[src/rtl/dram_bus_ctrl.sv]
// ---------------------------------------------------------------------------
// dram_bus_ctrl : FIFO-buffered csn-strobe master for the 4b-addr/8b-data dram bus.
// Optional macro DRAM_CTRL_GAP_EN adds GAP_CYCLES csn-high cycles after every access.  Rev 1.0
// ---------------------------------------------------------------------------
`default_nettype none

module dram_bus_ctrl #(
  parameter int AWIDTH     = 4,
  parameter int DWIDTH     = 8,
  parameter int DEPTH      = 2,
  parameter int GAP_CYCLES = 2
) (
  input  logic              i_ck,
  input  logic              i_rstn,
  input  logic              i_req_valid,
  output logic              o_req_ready,
  input  logic              i_req_rw,
  input  logic [AWIDTH-1:0] i_req_addr,
  input  logic [DWIDTH-1:0] i_req_wdata,
  output logic              o_rsp_valid,
  output logic [DWIDTH-1:0] o_rsp_data,
  output logic              o_busy,
  output logic              o_rw,
  output logic              o_csn,
  output logic [AWIDTH-1:0] o_address,
  output logic [DWIDTH-1:0] o_data,
  output logic              o_data_oe,
  input  logic [DWIDTH-1:0] i_data
);

  localparam int PW = $clog2(DEPTH);

`ifdef DRAM_CTRL_GAP_EN
  localparam int GAP_LEN = GAP_CYCLES;
`else
  localparam int GAP_LEN = 0 * GAP_CYCLES;  // gap disabled: GAP_CYCLES has no effect
`endif

  localparam int GW = (GAP_LEN > 1) ? $clog2(GAP_LEN) : 1;

  typedef enum logic [1:0] {
    IDLE   = 2'd0,
    ACCESS = 2'd1,
    GAP    = 2'd2
  } state_t;

  state_t state, state_nxt;

  logic              fifo_rw    [DEPTH];
  logic [AWIDTH-1:0] fifo_addr  [DEPTH];
  logic [DWIDTH-1:0] fifo_wdata [DEPTH];
  logic [PW-1:0]     wr_ptr, rd_ptr;
  logic [PW:0]       count;
  logic              full, empty, push, pop;

  logic              csn_nxt, rw_nxt, oe_nxt, rsp_valid_nxt;
  logic [AWIDTH-1:0] addr_nxt;
  logic [DWIDTH-1:0] data_nxt, rsp_data_nxt;
  logic [GW-1:0]     gap_cnt, gap_nxt;

  assign full        = (count == (PW+1)'(DEPTH));
  assign empty       = (count == '0);
  assign o_req_ready = ~full;
  assign push        = i_req_valid & ~full;
  assign pop         = (state == IDLE) & ~empty;
  assign o_busy      = ~empty | (state != IDLE);

  // Storage needs no reset: occupancy is tracked by count alone.
  always_ff @(posedge i_ck) begin
    if (push) begin
      fifo_rw[wr_ptr]    <= i_req_rw;
      fifo_addr[wr_ptr]  <= i_req_addr;
      fifo_wdata[wr_ptr] <= i_req_wdata;
    end
  end

  always_ff @(posedge i_ck or negedge i_rstn) begin
    if (!i_rstn) begin
      wr_ptr <= '0;
      rd_ptr <= '0;
      count  <= '0;
    end else begin
      if (push) wr_ptr <= wr_ptr + 1'b1;
      if (pop)  rd_ptr <= rd_ptr + 1'b1;
      case ({push, pop})
        2'b10:   count <= count + 1'b1;
        2'b01:   count <= count - 1'b1;
        default: count <= count;
      endcase
    end
  end

  always_ff @(posedge i_ck or negedge i_rstn) begin
    if (!i_rstn) begin
      state       <= IDLE;
      o_csn       <= 1'b1;
      o_rw        <= 1'b1;
      o_address   <= '0;
      o_data      <= '0;
      o_data_oe   <= 1'b0;
      o_rsp_valid <= 1'b0;
      o_rsp_data  <= '0;
      gap_cnt     <= '0;
    end else begin
      state       <= state_nxt;
      o_csn       <= csn_nxt;
      o_rw        <= rw_nxt;
      o_address   <= addr_nxt;
      o_data      <= data_nxt;
      o_data_oe   <= oe_nxt;
      o_rsp_valid <= rsp_valid_nxt;
      o_rsp_data  <= rsp_data_nxt;
      gap_cnt     <= gap_nxt;
    end
  end

  always_comb begin
    state_nxt     = state;
    csn_nxt       = o_csn;
    rw_nxt        = o_rw;
    addr_nxt      = o_address;
    data_nxt      = o_data;
    oe_nxt        = o_data_oe;
    rsp_valid_nxt = 1'b0;
    rsp_data_nxt  = o_rsp_data;
    gap_nxt       = gap_cnt;
    case (state)
      IDLE: begin
        if (!empty) begin
          state_nxt = ACCESS;
          csn_nxt   = 1'b0;
          rw_nxt    = fifo_rw[rd_ptr];
          addr_nxt  = fifo_addr[rd_ptr];
          if (!fifo_rw[rd_ptr]) begin
            data_nxt = fifo_wdata[rd_ptr];
            oe_nxt   = 1'b1;
          end
        end
      end
      ACCESS: begin
        csn_nxt  = 1'b1;
        rw_nxt   = 1'b1;
        addr_nxt = '0;
        data_nxt = '0;
        oe_nxt   = 1'b0;
        // o_rw still holds the direction of the access now completing
        if (o_rw) begin
          rsp_valid_nxt = 1'b1;
          rsp_data_nxt  = i_data;
        end
        if (GAP_LEN > 0) begin
          state_nxt = GAP;
          gap_nxt   = GW'(GAP_LEN - 1);
        end else begin
          state_nxt = IDLE;
        end
      end
      GAP: begin
        if (gap_cnt == '0) state_nxt = IDLE;
        else               gap_nxt   = gap_cnt - 1'b1;
      end
      default: state_nxt = IDLE;
    endcase
  end

endmodule

`default_nettype wire
[config.mk]
export PLATFORM = sky130hd
export DESIGN_NAME = dram_bus_ctrl
export DESIGN_NICKNAME = d
export VERILOG_FILES = /design/src/rtl/dram_bus_ctrl.sv
export SDC_FILE = /design/constraint.sdc
export NUM_CORES = 1
export LEC_CHECK = 0
export BUFFER_PORTS_ARGS = -buffer_cell sky130_fd_sc_hd__clkbuf_2
export CORE_MARGIN = 4
export CORE_UTILIZATION = 56
export DETAILED_ROUTE_END_ITERATION = 16
export PLACE_DENSITY = 0.87
export SETUP_SLACK_MARGIN = 0.1
export SLEW_MARGIN = 15
export SYNTH_ARGS = -nofsm -noshare
export SYNTH_HDL_FRONTEND = slang
export SYNTH_SLANG_ARGS = --single-unit
[constraint.sdc]
create_clock -name i_ck -period 5 [get_ports i_ck]
set_input_delay 0.5 -clock i_ck [delete_from_list [all_inputs] [get_ports i_ck]]
set_output_delay 0.5 -clock i_ck [all_outputs]
set_load 0.01 [all_outputs]
==> results of run 1 <==
==> layout make-up <==
class	instances	area, um2
fill	241	1028
multi-input combinational	59	504.2
inverter	2	7.507
clock inverter	1	3.754
clock buffer	7	86.33
timing repair buffer	49	245.2
tap	46	57.56
sequential	55	1509
==> critical path, stage by stage (launching register included) <==
cell and delay (ps):
dfrtp_1 520, or3_1 390, clkbuf_2 150
==> cells by family (layout without fill, tap and decap cells) <==
kind of cell / Yosys count / count (layout) / synth area share
XOR/XNOR: 5 / 5 / 0.02123
multiplexers: 21 / 21 / 0.1086
AO/OA/AOI/OAI: 18 / 18 / 0.07581
flip-flops: 55 / 55 / 0.7314
AND/OR/NAND/NOR: 14 / 14 / 0.03155
adder cells (fa/ha/maj): 1 / 1 / 0.006063
buffers and inverters: 7 / 59 / 0.02547
==> worst paths after layout <==
path                                     start  slack (ps)               end  depth (start not counted)
worst max register to register          rd_ptr        3250         o_data[3]                          3
min in group i_ck               i_req_wdata[3]         390  fifo_wdata[0][3]                          1
worst max-delay path                  state[0]        3150            o_busy                          2
worst min-delay path                    i_rstn         240         o_data_oe                          1
worst min register to register       o_data[2]         500         o_data[2]                          1
max in group asynchronous               i_rstn        4300         o_data[3]                          1
==> sequential cells by signal, indices dropped and copies added (netlist names) <==
register     count
o_rsp_valid      1
rd_ptr           1
o_csn            1
o_data           8
o_rsp_data       8
count            2
wr_ptr           1
state            1
o_rw             1
fifo_rw          2
o_address        4
fifo_wdata      16
fifo_addr        8
o_data_oe        1
==> power by group through the flow <==
stage | Sequential [mW] | Clock, mW | Combinational (mW)
2_1_floorplan | 0.779 | 0 | 0.369
3_3_place_gp | 0.775 | 0 | 0.512
3_5_place_dp | 0.794 | 0 | 0.534
4_1_cts | 0.785 | 0.244 | 0.536
5_1_grt | 0.806 | 0.265 | 0.583
6_report | 0.785 | 0.239 | 0.527
==> through the flow <==
step                total power, mW  std cells    util  area (um2)
floorplan                     1.148        121       -        2063
global placement              1.287        211  0.6743        2321
detailed placement            1.328        211  0.6743        2321
CTS                           1.565        219  0.7005        2411
global route                  1.654        219  0.7012        2414
finish                        1.551        219  0.7012        2414
==> layer usage <==
layer  share of wire  vias to the layer above  global-route usage
li1                -                      542                   -
met1            0.40                      565              0.2137
met2            0.52                       40              0.3135
met3           0.062                       12             0.05997
met4           0.021                        0             0.07056
met5               0                        -                   0
==> layout by cell type, fill, tap and decap left out <==
cell type,n
o2bb2ai_1,8
clkbuf_2,49
nand2b_1,1
a21oi_4,1
a211oi_1,4
o21ai_0,1
mux2i_1,12
nand2_1,2
or2_0,1
clkbuf_8,6
nor2_2,1
clkbuf_1,1
clkinv_1,1
or3_1,1
nand2_2,1
and3_1,1
inv_1,2
o21ba_2,2
o21a_1,1
dfstp_2,2
dfrtp_1,27
xor2_1,2
a21o_1,1
edfxtp_1,26
ha_1,1
mux2i_2,1
nor2_1,6
xnor2_1,3
mux2_2,8
==> summary.md, run 1 <==
| Metric | Value |
|---|---|
| Static leakage | `1.061 nW` |
| Largest net degree at the start of global routing | `30` |
| Final Cycle Share | `0.3702` |
| Dominant cells by area after synthesis | `edfxtp_1, dfrtp_1, mux2i_1` |
| Final #Nets | `197` |
| Sw Pwr | `0.5341 mW` |
| Setup violators final | `0` |
| Seq pwr share | `0.506` |
| Switch share | `0.3443` |
| DRT Pass-1 Iters | `4` |
| Clock network power share | `0.154` |
| Max-slew violations | `0` |
| Worst-skew pair later-pin latency | `300 ps` |
| CTS Root Buffer Type | `clkbuf_8` |
| GPL Wtd Cong | `0.7764` |
| Fraction of layout cells with a size suffix above 1 | `0.4104` |
| Cts bufs inserted | `5` |
| Die H | `68.70 um` |
| CTS Hold Bufs | `0` |
| Routed vias | `1159` |
| Reg clk slew, reported paths | `90 ps` |
| FMAX | `0.5403 GHz` |
| Req. time, crit path | `4500 ps` |
| Synth unique cells | `26` |
| Antenna violations before repair | `0` |
| Die W | `68.70 um` |
| GRT Util Overall | `0.1832` |
| Die ar. | `4720 um2` |
| Initial DRC Count | `52` |
| Clock skew | `3.418 ps` |
| Comb pwr share | `0.340` |
| Worst hold slack | `244.1 ps` |
| Sink Count | `55` |
| Crit Path Class | `flip-flop to primary output` |
| TNS Setup | `0 ps` |
| Routed Antenna Nets | `0` |
| Syn Area/Cell | `17.05 um2` |
| Final worst path period need | `1851 ps` |
| Register area share after synthesis | `0.7314` |
| Mapped Nets | `146` |
| First-pass GRT wire length | `6009 um` |
| Nature of the critical path endpoint | `primary output` |
| Post-synth top area share | `0.3784` |
| Gr ovfl total | `0` |
| Internal cell power | `1.017 mW` |
| Flop and latch count out of synthesis | `55` |
| Synth top cells by count | `dfrtp_1, edfxtp_1, mux2i_1` |
| Setup repair bufs after CTS | `0` |
| DR WL/cell | `17.11 um` |
| Final hold violation count | `0` |
| EDFF count, synth | `26` |
| Placement Setup Slack | `2951 ps` |
| Mapped Cells | `121` |
| Worst min path class | `input pin to async pin` |
| Vias per inst | `5.292` |
| Unrepaired setup endpoints after global routing | `no` |
| # rows | `21` |
| Status | `completed` |
| H-tree depth | `2` |
| Final worst slack | `3149 ps` |
| Worst Tran Pin Value | `774.2 ps` |
| CP max FO | `11` |
| Io pins | `50` |
| Wirelength, routed | `3748 um` |
| CTS tree | `built` |
| Main synth FF type | `dfrtp_1` |
| Arrival @ worst endpoint | `1350 ps` |
| Top-count cell post-synth | `dfrtp_1` |
| Gates resized, CTS repair | `0` |
| Synth Warn # | `0` |
| MaxCap Viol Count | `0` |
| Count of buffers from port buffering | `49` |
| Number of global-route vias before repair | `1220` |
| Synth Cell Area | `2063 um2` |
| Starting Density | `0.5994` |
| Peak VDD IR | `0.3324 mV` |
| Pwr/cell area | `642.6 nW/um2` |
| Async set-reset flop share out of synthesis | `0.5273` |
| Max-Slew Margin vs Limit | `0.4839` |
| Antenna cells | `0` |
| Startpoint Class | `flip-flop` |
| Area Overhead vs Synth | `16.98%` |
| DR DRC count | `0` |
| Core ar. | `3442 um2` |
| Yosys top cell by area | `edfxtp_1` |
| Longest Clk Path Bufs | `2` |
Power figures use the tool's default switching activity.
==> inputs of run 2 (changes only) <==
- CORE_UTILIZATION: 56 -> 47
- PLACE_DENSITY: 0.87 -> 0.78
- clock period: 5 -> 1.6 ns (I/O delays scaled with it)
==> run 2 against run 1 <==
Net effect: sequential power increased to 3.0 times the previous value; flip-flop and latch count unchanged; routed wire length fell by 2.3%; via count unchanged; global-route usage decreased by 3.6 points; total power increased to 3.2 times the previous value; worst setup slack lost 3000 ps; clock power grew to 2.9 times the previous value; cell count grew 5.5%; largest cell class unchanged.
==> summary.md, run 2 (same netlist as run 1, synthesis figures left out) <==
| Metric | Value |
|---|---|
| Clock network power share | `0.138 (-0.016)` |
| Longest Clk Path Bufs | `2 (unchanged)` |
| Sink Count | `55 (unchanged)` |
| Static leakage | `1.108 nW (+4.4%)` |
| Crit Path Class | `flip-flop to primary output` |
| GPL Wtd Cong | `0.7403 (-4.6%)` |
| TNS Setup | `0 ps (unchanged)` |
| Vias per inst | `5.017 (-5.2%)` |
| Area Overhead vs Synth | `21.47%` |
| Setup violators final | `0 (unchanged)` |
| Peak VDD IR | `0.7955 mV (+140%)` |
| GRT Util Overall | `0.1475 (-0.03570)` |
| Largest register FFs | `16 (unchanged)` |
| Internal cell power | `3.305 mW (+220%)` |
| Final #Nets | `206 (+4.6%)` |
| Seq pwr share | `0.473 (-0.033)` |
| Antenna violations before repair | `0 (unchanged)` |
| Comb pwr share | `0.389 (+0.049)` |
| Final worst path period need | `1478 ps` |
| Initial DRC Count | `63 (+21%)` |
| CTS Root Buffer Type | `clkbuf_8` |
| Worst path slowest cell | `dfrtp_2` |
| Cts bufs inserted | `5 (unchanged)` |
| Pwr/cell area | `1996 nW/um2 (+210%)` |
| Arrival @ worst endpoint | `1320 ps (-30 ps)` |
| Worst-skew pair later-pin latency | `300 ps (about the same)` |
| Worst Tran Pin Value | `695.2 ps (-79.02 ps)` |
| Wirelength, routed | `3663 um (-2.3%)` |
| Core ar. | `4115 um2 (+20%)` |
| DP HPWL | `2651 um` |
| Io pins | `50 (unchanged)` |
| Switch share | `0.3393 (-0.005008)` |
| First-pass GRT wire length | `5906 um (-1.7%)` |
| Final hold violation count | `0 (unchanged)` |
| Die H | `74.26 um (+8.1%)` |
| Commonest non-fill, non-tap cell in the layout | `clkbuf_2` |
| Reg clk slew, reported paths | `90 ps (about the same)` |
| FMAX | `0.6767 GHz` |
| Startpoint Class | `flip-flop` |
| DR WL/cell | `15.86 um (-7.3%)` |
| Status | `completed` |
| CTS tree | `built` |
| CP max FO | `7 (-4)` |
| Design area | `2506 um2 (+3.8%)` |
| Nature of the critical path endpoint | `primary output` |
| Routed Antenna Nets | `0 (unchanged)` |
| Worst min path class | `input pin to flip-flop` |
| Gr ovfl total | `0 (unchanged)` |
| Routed vias | `1159 (unchanged)` |
| Antenna cells | `0 (unchanged)` |
| H-tree depth | `2 (unchanged)` |
| MaxCap Viol Count | `0 (unchanged)` |
| Top reg by flops | `fifo_wdata` |
| Largest net degree at the start of global routing | `30 (unchanged)` |
| Starting Density | `0.5014 (-0.09805)` |
| Unrepaired setup endpoints after global routing | `yes` |
| Fraction of layout cells with a size suffix above 1 | `0.4530 (+0.04263)` |
| Placed cell areas | `2371 um2 (+2.2%)` |
| Crit path cell chain | `or3_1 > clkbuf_2` |
| Sw Pwr | `1.697 mW (+220%)` |
| Max-slew violations | `0 (unchanged)` |
| Highest-count cells in the layout ignoring fill and taps | `clkbuf_2, edfxtp_1, dfrtp_1, mux2i_1` |
| DRT Pass-1 Iters | `4 (unchanged)` |
| # rows | `23 (+9.5%)` |
| Count of buffers from port buffering | `49 (unchanged)` |
| Clock skew | `9.534 ps (+6.116 ps)` |
| Max-Slew Margin vs Limit | `0.5365 (+0.05268)` |
| Final Cycle Share | `0.9236` |
| Req. time, crit path | `1440 ps (-3060 ps)` |
| Critical Path Max Stage Delay | `470 ps (-50 ps)` |
| Die W | `74.26 um (+8.1%)` |
| Number of global-route vias before repair | `1257 (+3.0%)` |
| DR DRC count | `0 (unchanged)` |
| Die ar. | `5514 um2 (+17%)` |
-- run 2: worst paths after layout --
kind / from / endpoint / slack [ps] / depth (start not counted)
min in group asynchronous: i_rstn / o_data_oe / 440 / 2
max: count[1] / o_busy / 120 / 2
min reg2reg: o_data[7] / o_data[7] / 500 / 1
max reg2reg: count[0] / count[1] / 150 / 5
max in group asynchronous: i_rstn / count[0] / 680 / 2
min: i_req_wdata[6] / fifo_wdata[0][6] / 50 / 1
-- run 2: metal layers --
| layer | vias to the layer above | track usage | wire, um |
|---|---|---|---|
| met5 | - | 0 | 0 |
| met2 | 34 | 0.2559 | 1970 |
| li1 | 560 | - | - |
| met3 | 7 | 0.05135 | 219 |
| met1 | 558 | 0.1677 | 1400 |
| met4 | 0 | 0.05731 | 73 |
-- run 2: what timing repair did --
action | CTS | global route
pin swaps | 0 | 4
resized for setup | 2 | 4
endpoints found under the setup margin | 1 | 13
buffers inserted | 0 | 4
hold endpoints to repair | 27 | 0
hold buffers | 1 | 0
-- run 2: power by group through the flow --
| stage | clock network, mW | registers (mW) | logic (mW) |
|---|---|---|---|
| detailed placement | 0 | 2.38 | 1.86 |
| global placement | 0 | 2.35 | 1.77 |
| floorplan | 0 | 2.43 | 1.16 |
| CTS | 0.727 | 2.36 | 1.87 |
| global route | 0.787 | 2.43 | 2.13 |
| finish | 0.691 | 2.37 | 1.94 |
-- run 2: per-stage QoR --
step                worst slack, ps  instances  hold WS, ps  total power [mW]    util
finish                        122.2        231        45.62             5.002  0.6090
global route                  25.85        231        30.53             5.351  0.6090
CTS                           102.6        227        32.71             4.962  0.5981
detailed placement            60.83        219        249.9             4.242  0.5762
global placement              214.2        219        226.8             4.120  0.5762
floorplan                     101.8        121       -135.6             3.591       -
-- run 2: critical path, delay by kind of cell (launching register included) --
family / cells / cell delay, ps
flops: 1 / 470
simple gates: 1 / 410
buf+inv: 1 / 140
-- run 2: area by class of cell --
cell class              count  area [um2]
clock buffers               7       76.32
inverters                   2       7.507
multi-input cells          59       520.5
flip-flops and latches     55        1511
well taps                  50       62.56
fillers                   322        1609
repair buffers             58       327.8
